`src/rtl/mem_arbiter_if.sv`:
```
// Bus bundle between the two requesters / RAM (master side) and mem_arbiter (slave side).
//   req0_*      port 0 (CPU) command, address, write data and ready pulse
//   req1_*      port 1 (loader/debug) command, address, write data and ready pulse
//   rdata       read data of the last completed read, shared by both ports
//   mem_*       RAM command, address, write data and read data
//   owner/busy  arbitration status
// Command encoding everywhere: 00 none, 01 read, 10 write, 11 treated as none.
interface mem_arbiter_if #(
  parameter int unsigned AW = 9,
  parameter int unsigned DW = 16
) ();
  logic [1:0]    req0_cmd;
  logic [AW-1:0] req0_addr;
  logic [DW-1:0] req0_wdata;
  logic          req0_ready;
  logic [1:0]    req1_cmd;
  logic [AW-1:0] req1_addr;
  logic [DW-1:0] req1_wdata;
  logic          req1_ready;
  logic [DW-1:0] rdata;
  logic [1:0]    mem_cmd;
  logic [AW-1:0] mem_addr;
  logic [DW-1:0] mem_wdata;
  logic [DW-1:0] mem_rdata;
  logic          owner;
  logic          busy;

  // Requesters and RAM.
  modport master (
    output req0_cmd, req0_addr, req0_wdata,
    output req1_cmd, req1_addr, req1_wdata,
    output mem_rdata,
    input  req0_ready, req1_ready, rdata, mem_cmd, mem_addr, mem_wdata, owner, busy
  );

  // Arbiter.
  modport slave (
    input  req0_cmd, req0_addr, req0_wdata,
    input  req1_cmd, req1_addr, req1_wdata,
    input  mem_rdata,
    output req0_ready, req1_ready, rdata, mem_cmd, mem_addr, mem_wdata, owner, busy
  );
endinterface

```
`src/rtl/mem_arbiter.sv`:
```
// mem_arbiter: shares one AW x DW RAM between port 0 (CPU) and port 1 (loader/debug).
// Each access runs IDLE -> ACCESS (WAIT cycles) -> DONE (one-cycle ready pulse) -> IDLE.
// Ports:
//   i_clk    clock, all state on the rising edge
//   i_reset  synchronous active-high reset; aborts any access without a ready pulse
//   bus      mem_arbiter_if.slave: requester commands in, ready/rdata out, RAM bus, owner/busy
// Parameters: AW address width, DW data width, WAIT access cycles per transfer (1..15).
// Build option: define MEM_ARB_RR_EN for round-robin tie-break; otherwise port 0 always
// wins ties and port 1 can starve under continuous port 0 traffic.
module mem_arbiter #(
  parameter int unsigned AW   = 9,
  parameter int unsigned DW   = 16,
  parameter int unsigned WAIT = 2
) (
  input logic          i_clk,
  input logic          i_reset,
  mem_arbiter_if.slave bus
);

  localparam logic [1:0] StIdle   = 2'd0;
  localparam logic [1:0] StAccess = 2'd1;
  localparam logic [1:0] StDone   = 2'd2;

  localparam logic [1:0] CmdNone  = 2'b00;
  localparam logic [1:0] CmdRead  = 2'b01;
  localparam logic [1:0] CmdWrite = 2'b10;

  localparam logic [3:0] WaitLast = 4'(WAIT - 1);

  logic [1:0]    r_state;
  logic [3:0]    r_cnt;
  logic [1:0]    r_cmd;
  logic [AW-1:0] r_addr;
  logic [DW-1:0] r_wdata;
  logic [DW-1:0] r_rdata;
  logic          r_owner;

  logic          w_req0;
  logic          w_req1;
  logic          w_grant_port;

  // 11 is not a request.
  assign w_req0 = (bus.req0_cmd == CmdRead) || (bus.req0_cmd == CmdWrite);
  assign w_req1 = (bus.req1_cmd == CmdRead) || (bus.req1_cmd == CmdWrite);

`ifdef MEM_ARB_RR_EN
  logic r_rr_last;
  // Tie goes to the port not granted on the previous tie.
  assign w_grant_port = (w_req0 && w_req1) ? ~r_rr_last : w_req1;
`else
  assign w_grant_port = w_req1 && !w_req0;
`endif

  always_ff @(posedge i_clk) begin
    if (i_reset) begin
      r_state <= StIdle;
      r_cnt   <= 4'd0;
      r_cmd   <= CmdNone;
      r_addr  <= '0;
      r_wdata <= '0;
      r_rdata <= '0;
      r_owner <= 1'b0;
`ifdef MEM_ARB_RR_EN
      r_rr_last <= 1'b1;
`endif
    end else begin
      case (r_state)
        StIdle: begin
          if (w_req0 || w_req1) begin
            r_owner <= w_grant_port;
            r_cmd   <= w_grant_port ? bus.req1_cmd   : bus.req0_cmd;
            r_addr  <= w_grant_port ? bus.req1_addr  : bus.req0_addr;
            r_wdata <= w_grant_port ? bus.req1_wdata : bus.req0_wdata;
            r_cnt   <= WaitLast;
            r_state <= StAccess;
`ifdef MEM_ARB_RR_EN
            if (w_req0 && w_req1) begin
              r_rr_last <= w_grant_port;
            end
`endif
          end
        end
        StAccess: begin
          if (r_cnt == 4'd0) begin
            // RAM read data is valid in the final access cycle.
            if (r_cmd == CmdRead) begin
              r_rdata <= bus.mem_rdata;
            end
            r_state <= StDone;
          end else begin
            r_cnt <= r_cnt - 4'd1;
          end
        end
        StDone:  r_state <= StIdle;
        default: r_state <= StIdle;
      endcase
    end
  end

  assign bus.mem_cmd    = (r_state == StAccess) ? r_cmd : CmdNone;
  assign bus.mem_addr   = r_addr;
  assign bus.mem_wdata  = r_wdata;
  assign bus.rdata      = r_rdata;
  assign bus.owner      = r_owner;
  assign bus.busy       = (r_state != StIdle);
  assign bus.req0_ready = (r_state == StDone) && !r_owner;
  assign bus.req1_ready = (r_state == StDone) && r_owner;

endmodule

```
`src/flat_wrapper.sv`:
```
// flat-port wrapper written by rule: the top's interface ports become plain ports
module mem_arbiter_flat 
#(
  parameter int unsigned AW   = 9,
  parameter int unsigned DW   = 16,
  parameter int unsigned WAIT = 2
)
  (i_clk, i_reset, bus_req0_cmd, bus_req0_addr, bus_req0_wdata, bus_req1_cmd, bus_req1_addr, bus_req1_wdata, bus_mem_rdata, bus_req0_ready, bus_req1_ready, bus_rdata, bus_mem_cmd, bus_mem_addr, bus_mem_wdata, bus_owner, bus_busy);
  mem_arbiter_if #(.AW(AW), .DW(DW)) bus_i ();
  input logic i_clk;
  input logic i_reset;
  input wire logic [$bits(bus_i.req0_cmd)-1:0] bus_req0_cmd;
  input wire logic [$bits(bus_i.req0_addr)-1:0] bus_req0_addr;
  input wire logic [$bits(bus_i.req0_wdata)-1:0] bus_req0_wdata;
  input wire logic [$bits(bus_i.req1_cmd)-1:0] bus_req1_cmd;
  input wire logic [$bits(bus_i.req1_addr)-1:0] bus_req1_addr;
  input wire logic [$bits(bus_i.req1_wdata)-1:0] bus_req1_wdata;
  input wire logic [$bits(bus_i.mem_rdata)-1:0] bus_mem_rdata;
  output wire logic [$bits(bus_i.req0_ready)-1:0] bus_req0_ready;
  output wire logic [$bits(bus_i.req1_ready)-1:0] bus_req1_ready;
  output wire logic [$bits(bus_i.rdata)-1:0] bus_rdata;
  output wire logic [$bits(bus_i.mem_cmd)-1:0] bus_mem_cmd;
  output wire logic [$bits(bus_i.mem_addr)-1:0] bus_mem_addr;
  output wire logic [$bits(bus_i.mem_wdata)-1:0] bus_mem_wdata;
  output wire logic [$bits(bus_i.owner)-1:0] bus_owner;
  output wire logic [$bits(bus_i.busy)-1:0] bus_busy;
  assign bus_i.req0_cmd = bus_req0_cmd;
  assign bus_i.req0_addr = bus_req0_addr;
  assign bus_i.req0_wdata = bus_req0_wdata;
  assign bus_i.req1_cmd = bus_req1_cmd;
  assign bus_i.req1_addr = bus_req1_addr;
  assign bus_i.req1_wdata = bus_req1_wdata;
  assign bus_i.mem_rdata = bus_mem_rdata;
  assign bus_req0_ready = bus_i.req0_ready;
  assign bus_req1_ready = bus_i.req1_ready;
  assign bus_rdata = bus_i.rdata;
  assign bus_mem_cmd = bus_i.mem_cmd;
  assign bus_mem_addr = bus_i.mem_addr;
  assign bus_mem_wdata = bus_i.mem_wdata;
  assign bus_owner = bus_i.owner;
  assign bus_busy = bus_i.busy;
  mem_arbiter #(.AW(AW), .DW(DW), .WAIT(WAIT)) u_core (.i_clk(i_clk), .i_reset(i_reset), .bus(bus_i));
endmodule
```
`config.mk`:
```
export PLATFORM = sky130hd
export DESIGN_NAME = mem_arbiter_flat
export DESIGN_NICKNAME = d
export VERILOG_FILES = /design/src/rtl/mem_arbiter_if.sv /design/src/rtl/mem_arbiter.sv /design/src/flat_wrapper.sv
export SDC_FILE = /design/constraint.sdc
export NUM_CORES = 1
export LEC_CHECK = 0
export ABC_AREA = 1
export CAP_MARGIN = 20
export CORE_MARGIN = 1.5
export CORE_UTILIZATION = 41
export DETAILED_ROUTE_END_ITERATION = 6
export GPL_ROUTABILITY_DRIVEN = 1
export PLACE_DENSITY = 0.8
export SETUP_SLACK_MARGIN = 0.02
export SYNTH_ARGS = -nofsm -noshare
export SYNTH_HDL_FRONTEND = slang
export SYNTH_SLANG_ARGS = --single-unit
```
`constraint.sdc`:
```
create_clock -name i_clk -period 1.8 [get_ports i_clk]
set_input_delay 0.27 -clock i_clk [delete_from_list [all_inputs] [get_ports i_clk]]
set_output_delay 0.27 -clock i_clk [all_outputs]
set_load 0.005 [all_outputs]
```
# After elaboration in Yosys (flattened, before gate mapping)
# Index checks and enable logic that the tools add are counted.
[totals] out_inout_bits=47 mem_bits_rw=0 latchBits=0 rom_bits=0 mem_count=0 input_bits=72 word_cells=44 regBits=50
[classes] n_mul=0 div=0 mux=10 n_eq_ne=10 magnitude_cmp=0 n_bitwise=0 n_addsub=1 reduce_logical=16 shift=0
[ops] operator="$mux 16" count=1
[ops] operator="$mux 9" count=1
[ops] operator="$eq 2x1->1 const B" count=4
[ops] operator="$mux 2" count=4
[ops] operator="$mux 4" count=2
[ops] operator="$pmux 4 s2" count=1
[ops] operator="$eq 2x2->1 const B" count=3
[ops] operator="$reduce_and 3->1" count=2
[ops] operator="$logic_not 4->1" count=1
[ops] operator="$ne 2x1->1 const B" count=2
[ops] operator="$pmux 2 s2" count=1
[ops] operator="$reduce_and 2->1" count=2
[ops] operator="$reduce_bool 2->1" count=2
[ops] operator="$sub 4x1->4 const B" count=1
[ops] operator="$logic_and 1x1->1" count=3
[ops] operator="$logic_or 1x1->1" count=3
[ops] operator="$logic_not 1->1" count=2
[ops] operator="$logic_not 2->1" count=1
[ops] operator="$ne 2x2->1 const B" count=1

# Longest topological paths before layout
[logic_depth] word_depth=5 depth_mapped=9 mapped_depth_nobuf=9

# Worst setup path before layout
# No wires, ideal clock.
[synth_timing] kind="register to register" from="reg u_core.r_cnt[0]" to="reg u_core.r_rdata[10], in the netlist u_core.bus.rdata[10]" slack_ns=0.533 path_stages_with_launch=8 synth_period_minus_slack_ns=1.267 n_path_buf=1 arrival_time_ns=1.154 required_ns=1.687 setup_ns=0.113 path_cell_list="dfxtp_1 inv_1 ha_1 nand3_1 nand3b_4 buf_2 nor2_1 nor2_1"
[synth_via] elab_chain_len=2
[synth_rtl] element="start, declared" line="mem_arbiter.sv:31" source="logic [3:0] r_cnt;"
[synth_rtl] element="start signal, assigned" line="mem_arbiter.sv:74" source="r_cnt <= WaitLast;"
[synth_rtl] element="start signal, assigned" line="mem_arbiter.sv:91" source="r_cnt <= r_cnt - 4'd1;"
[synth_rtl] element="$logic_not 4->1" line="mem_arbiter.sv:84" source="if (r_cnt == 4'd0) begin"
[synth_rtl] element="$reduce_and 3->1 (no line)"
[synth_rtl] element="end signal, assigned" line="mem_arbiter.sv:87" source="r_rdata <= bus.mem_rdata;"
[synth_rtl] element="end, declared" line="mem_arbiter.sv:35" source="logic [DW-1:0] r_rdata;"
# No other way between the ends.
# A chain may end at the register's enable or synchronous reset.

# Worst setup path in the final report
[layout_timing] from="reg u_core.r_state[0]" to="out bus_busy"
[layout_via] elab_chain_len=1
[layout_rtl] element="start, declared" line="mem_arbiter.sv:30" source="logic [1:0] r_state;"
[layout_rtl] element="start signal, assigned" line="mem_arbiter.sv:56" source="r_state <= StIdle;"
[layout_rtl] element="start signal, assigned" line="mem_arbiter.sv:75" source="r_state <= StAccess;"
[layout_rtl] element="start signal, assigned" line="mem_arbiter.sv:89" source="r_state <= StDone;"
[layout_rtl] element="$reduce_bool 2->1" line="mem_arbiter.sv:105" source="assign bus.busy = (r_state != StIdle);"
[layout_rtl] element="end, declared" line="flat_wrapper.sv:26" source="output wire logic [$bits(bus_i.busy)-1:0] bus_busy;"
# No other way between the ends.

==> flow_summary.toml <==
[status]
status = "finished, final reports clean"

[sta]
drv_slew = 0
hold_viol = 0
worst_hold_slack_ps = 501.5
rsz0062_at_grt = "true"
fin_skew_ps = 7.904
finalCriticalPeriod_ps = 1754
fmax_mhz = 570.0
period_share_pct = 97.46
tightest_slew_ps = 319.9
relSlewSlack_pct = 78.67
fin_ws_ps = 45.65
setup_viol = 0
fin_tns_setup_ps = 0

[cells_and_area]
final_util_pct = 65.47
area_growth_pct = 53.37
final_net_count = 585
drive_above_1_share_pct = 5.859
design_area_sq_um = 3876
antenna_cells = 0

[power_and_ir_drop]
power.internal_w = 0.002356
p_sw_w = 0.001047
cellLeakagePower_nw = 1.960
power.sequential.fraction_pct = 40.8
p_per_area_nw_per_um2 = 877.8
pwr-share-clk_pct = 22.8
p_sw_share_pct = 30.77
ir_drop_v = 0.0004849
power_frac_comb_pct = 36.4

[placed_design]
port_buffers = 118
dpl.hpwl_um = 4756
place.gp.congestion = 0.7753
dpl_cell_area_sq_um = 3746
post-place-ws_ps = -15.11

[die]
core_sq_um = 5921
row_count = 28
start_util_pct = 42.69
fp.dieH_um = 81.52
dieArea_sq_um = 6645
io_pins = 119
die_x_um = 81.52

[drt]
via_count = 2632
vias_per_cell = 4.484
first_pass_iters = 4
wl_um = 6227
first_iter_violations = 69
ant_nets = 0
drc = 0
routedWlPerCell_um = 10.61

[logic_synthesis]
synthTopCellsByArea = "dfxtp_1, nor2_1, nand2_1"
ys_ff_latch = 50
synth.distinct_cells = 26
syn_area_per_cell_sq_um = 6.399
synth_top_area_share_pct = 39.60
yosysTopAreaCell = "dfxtp_1"
synthCells = 395
synth_area_sq_um = 2527
syn-num-nets = 469
yosys_warnings = 0
ys_seq_area_share_pct = 39.60

[global_routing]
grt_pass1_wl_um = 10070
gr-total-overflow = 0
grt_max_degree = 33
grt_pass1_vias = 2389
grt_usage_pct = 19.23
antenna_found_initial = 0

[run]
max_cap_viol_count = 0

[worst_setup_path]
arrival_ps = 1480
path_cells = "buf_4 -> nor2_2 -> inv_2 -> clkdlybuf4s50_1"
crit_required_ps = 1530
crit_fanout = 3
cp_slowest_cell = "clkdlybuf4s50_1"
startpoint_type = "flop"
critPathKind = "reg -> out"
crit_path_max_incr_delay_ps = 450
crit_path_end_kind = "output port"

[clock_network]
numCtsBuffers = 5
cts.root.buffer_cell = "clkbuf_8"
cts_buffer_depth = 2
clk_pin_slew_ps = 90
cts_sinks = 50
htree_levels = 2
cts_tree = "built"
worstSkewPairLatency_ps = 300

[hold_path]
min-delay-path-class = "reg -> reg"
## layout by cell type, fill, tap and decap left out, drive strengths merged
cell type / instances
clkbuf: 6
nor3: 2
dlymetal6s2s: 3
nand2: 99
inv: 57
xnor2: 2
clkinv: 1
clkdlybuf4s50: 115
nand3: 8
bufinv: 1
buf: 8
dfxtp: 50
and3: 1
nand4: 2
nand3b: 1
a21oi: 5
o21ai: 29
clkinvlp: 1
ha: 2
nor2: 119
## per-layer routing
metal	track usage [%]	vias up	part of all wire (%)
met5	0	-	0
met4	4.655	0	0.66
met3	8.111	6	11
met2	33.88	101	46
met1	21.29	1126	42
li1	-	1399	-
## worst max-delay path: cells and delay by family (launching register included)
family	cells	cell delay [ps]
buf+inv	3	670
simple gates	1	190
flops	1	330
## metrics by stage
stage	instances	total power (W)
final	587	0.003403
after global routing	587	0.003649
after CTS	587	0.003444
after detailed placement	578	0.002643
after global placement	578	0.002613
after floorplan	395	0.002077
## state kept, by name, summed over array words and instances, names as in the netlist
| name | count |
|---|---|
| u_core.bus.mem_wdata | 16 |
| u_core.bus.rdata | 16 |
| u_core.bus.mem_addr | 9 |
| u_core.r_cnt | 4 |
| u_core.r_cmd | 2 |
| u_core.r_state | 2 |
| u_core.bus.owner | 1 |
## worst paths after layout
check	start	end	slack [ps]	cells past startpoint
setup / recovery	u_core.r_state[0]$_SDFFE_PP0P_	bus_busy	50	4
hold / removal	u_core.bus.mem_addr[1]$_SDFFE_PP0P_	u_core.bus.mem_addr[1]$_SDFFE_PP0P_	500	2
setup reg to reg	u_core.r_cnt[0]$_SDFFE_PP0P_	u_core.bus.rdata[9]$_SDFFE_PP0P_	290	6
hold reg to reg	u_core.bus.mem_addr[1]$_SDFFE_PP0P_	u_core.bus.mem_addr[1]$_SDFFE_PP0P_	500	2
## timing repair
item	4_1_cts	5_1_grt
pin swaps	0	1
hold buffers	0	0
resized for setup	3	3
setup buffers	1	0
setup endpoints to repair	2	4
## logic make-up (layout without fill, tap and decap cells)
logic type | Yosys count | after routing | synth area share [%]
XOR/XNOR | 2 | 2 | 0.9903
flip-flops | 50 | 50 | 39.60
adder cells (fa/ha/maj) | 2 | 2 | 0.9899
AND/OR/NAND/NOR | 232 | 232 | 37.33
AO/OA/AOI/OAI | 34 | 34 | 7.178
buffers and inverters | 75 | 192 | 13.91
## power groups by stage
stage	Sequential [W]	Combinational [W]	Clock, W
2_1_floorplan	0.00141	0.000669	0
3_3_place_gp	0.00141	0.00120	0
3_5_place_dp	0.00141	0.00123	0
4_1_cts	0.00139	0.00125	0.000804
5_1_grt	0.00141	0.00140	0.000844
6_report	0.00139	0.00124	0.000775
## synth_stat cells
| library cell | n |
|---|---|
| clkbuf_1 | 2 |
| inv_1 | 54 |
| nor2_2 | 4 |
| dfxtp_1 | 50 |
| nand2_2 | 1 |
| xnor2_1 | 1 |
| nor2_8 | 1 |
| o21ai_1 | 27 |
| nand2_1 | 98 |
| ha_1 | 2 |
| inv_2 | 3 |
| nor2_1 | 113 |
| nand4_1 | 2 |
| nand3_1 | 8 |
| buf_2 | 5 |
| a21oi_1 | 4 |
| nor3_1 | 2 |
| clkinv_1 | 1 |
| xnor2_2 | 1 |
| o21ai_0 | 2 |
| nor2_4 | 1 |
| buf_6 | 7 |
| and3_1 | 1 |
| buf_4 | 3 |
| a21oi_4 | 1 |
| nand3b_4 | 1 |
## layout make-up
| cell class | count | area [sq um] |
|---|---|---|
| Fill cell | 522 | 2044 |
| Clock inverter | 2 | 37.54 |
| Inverter | 58 | 220.2 |
| Sequential cell | 50 | 1003 |
| Tap cell | 75 | 93.84 |
| Multi-Input combinational cell | 270 | 1175 |
| Timing Repair Buffer | 126 | 1274 |
| Clock buffer | 6 | 72.57 |
(Power assumes the default switching activity.)
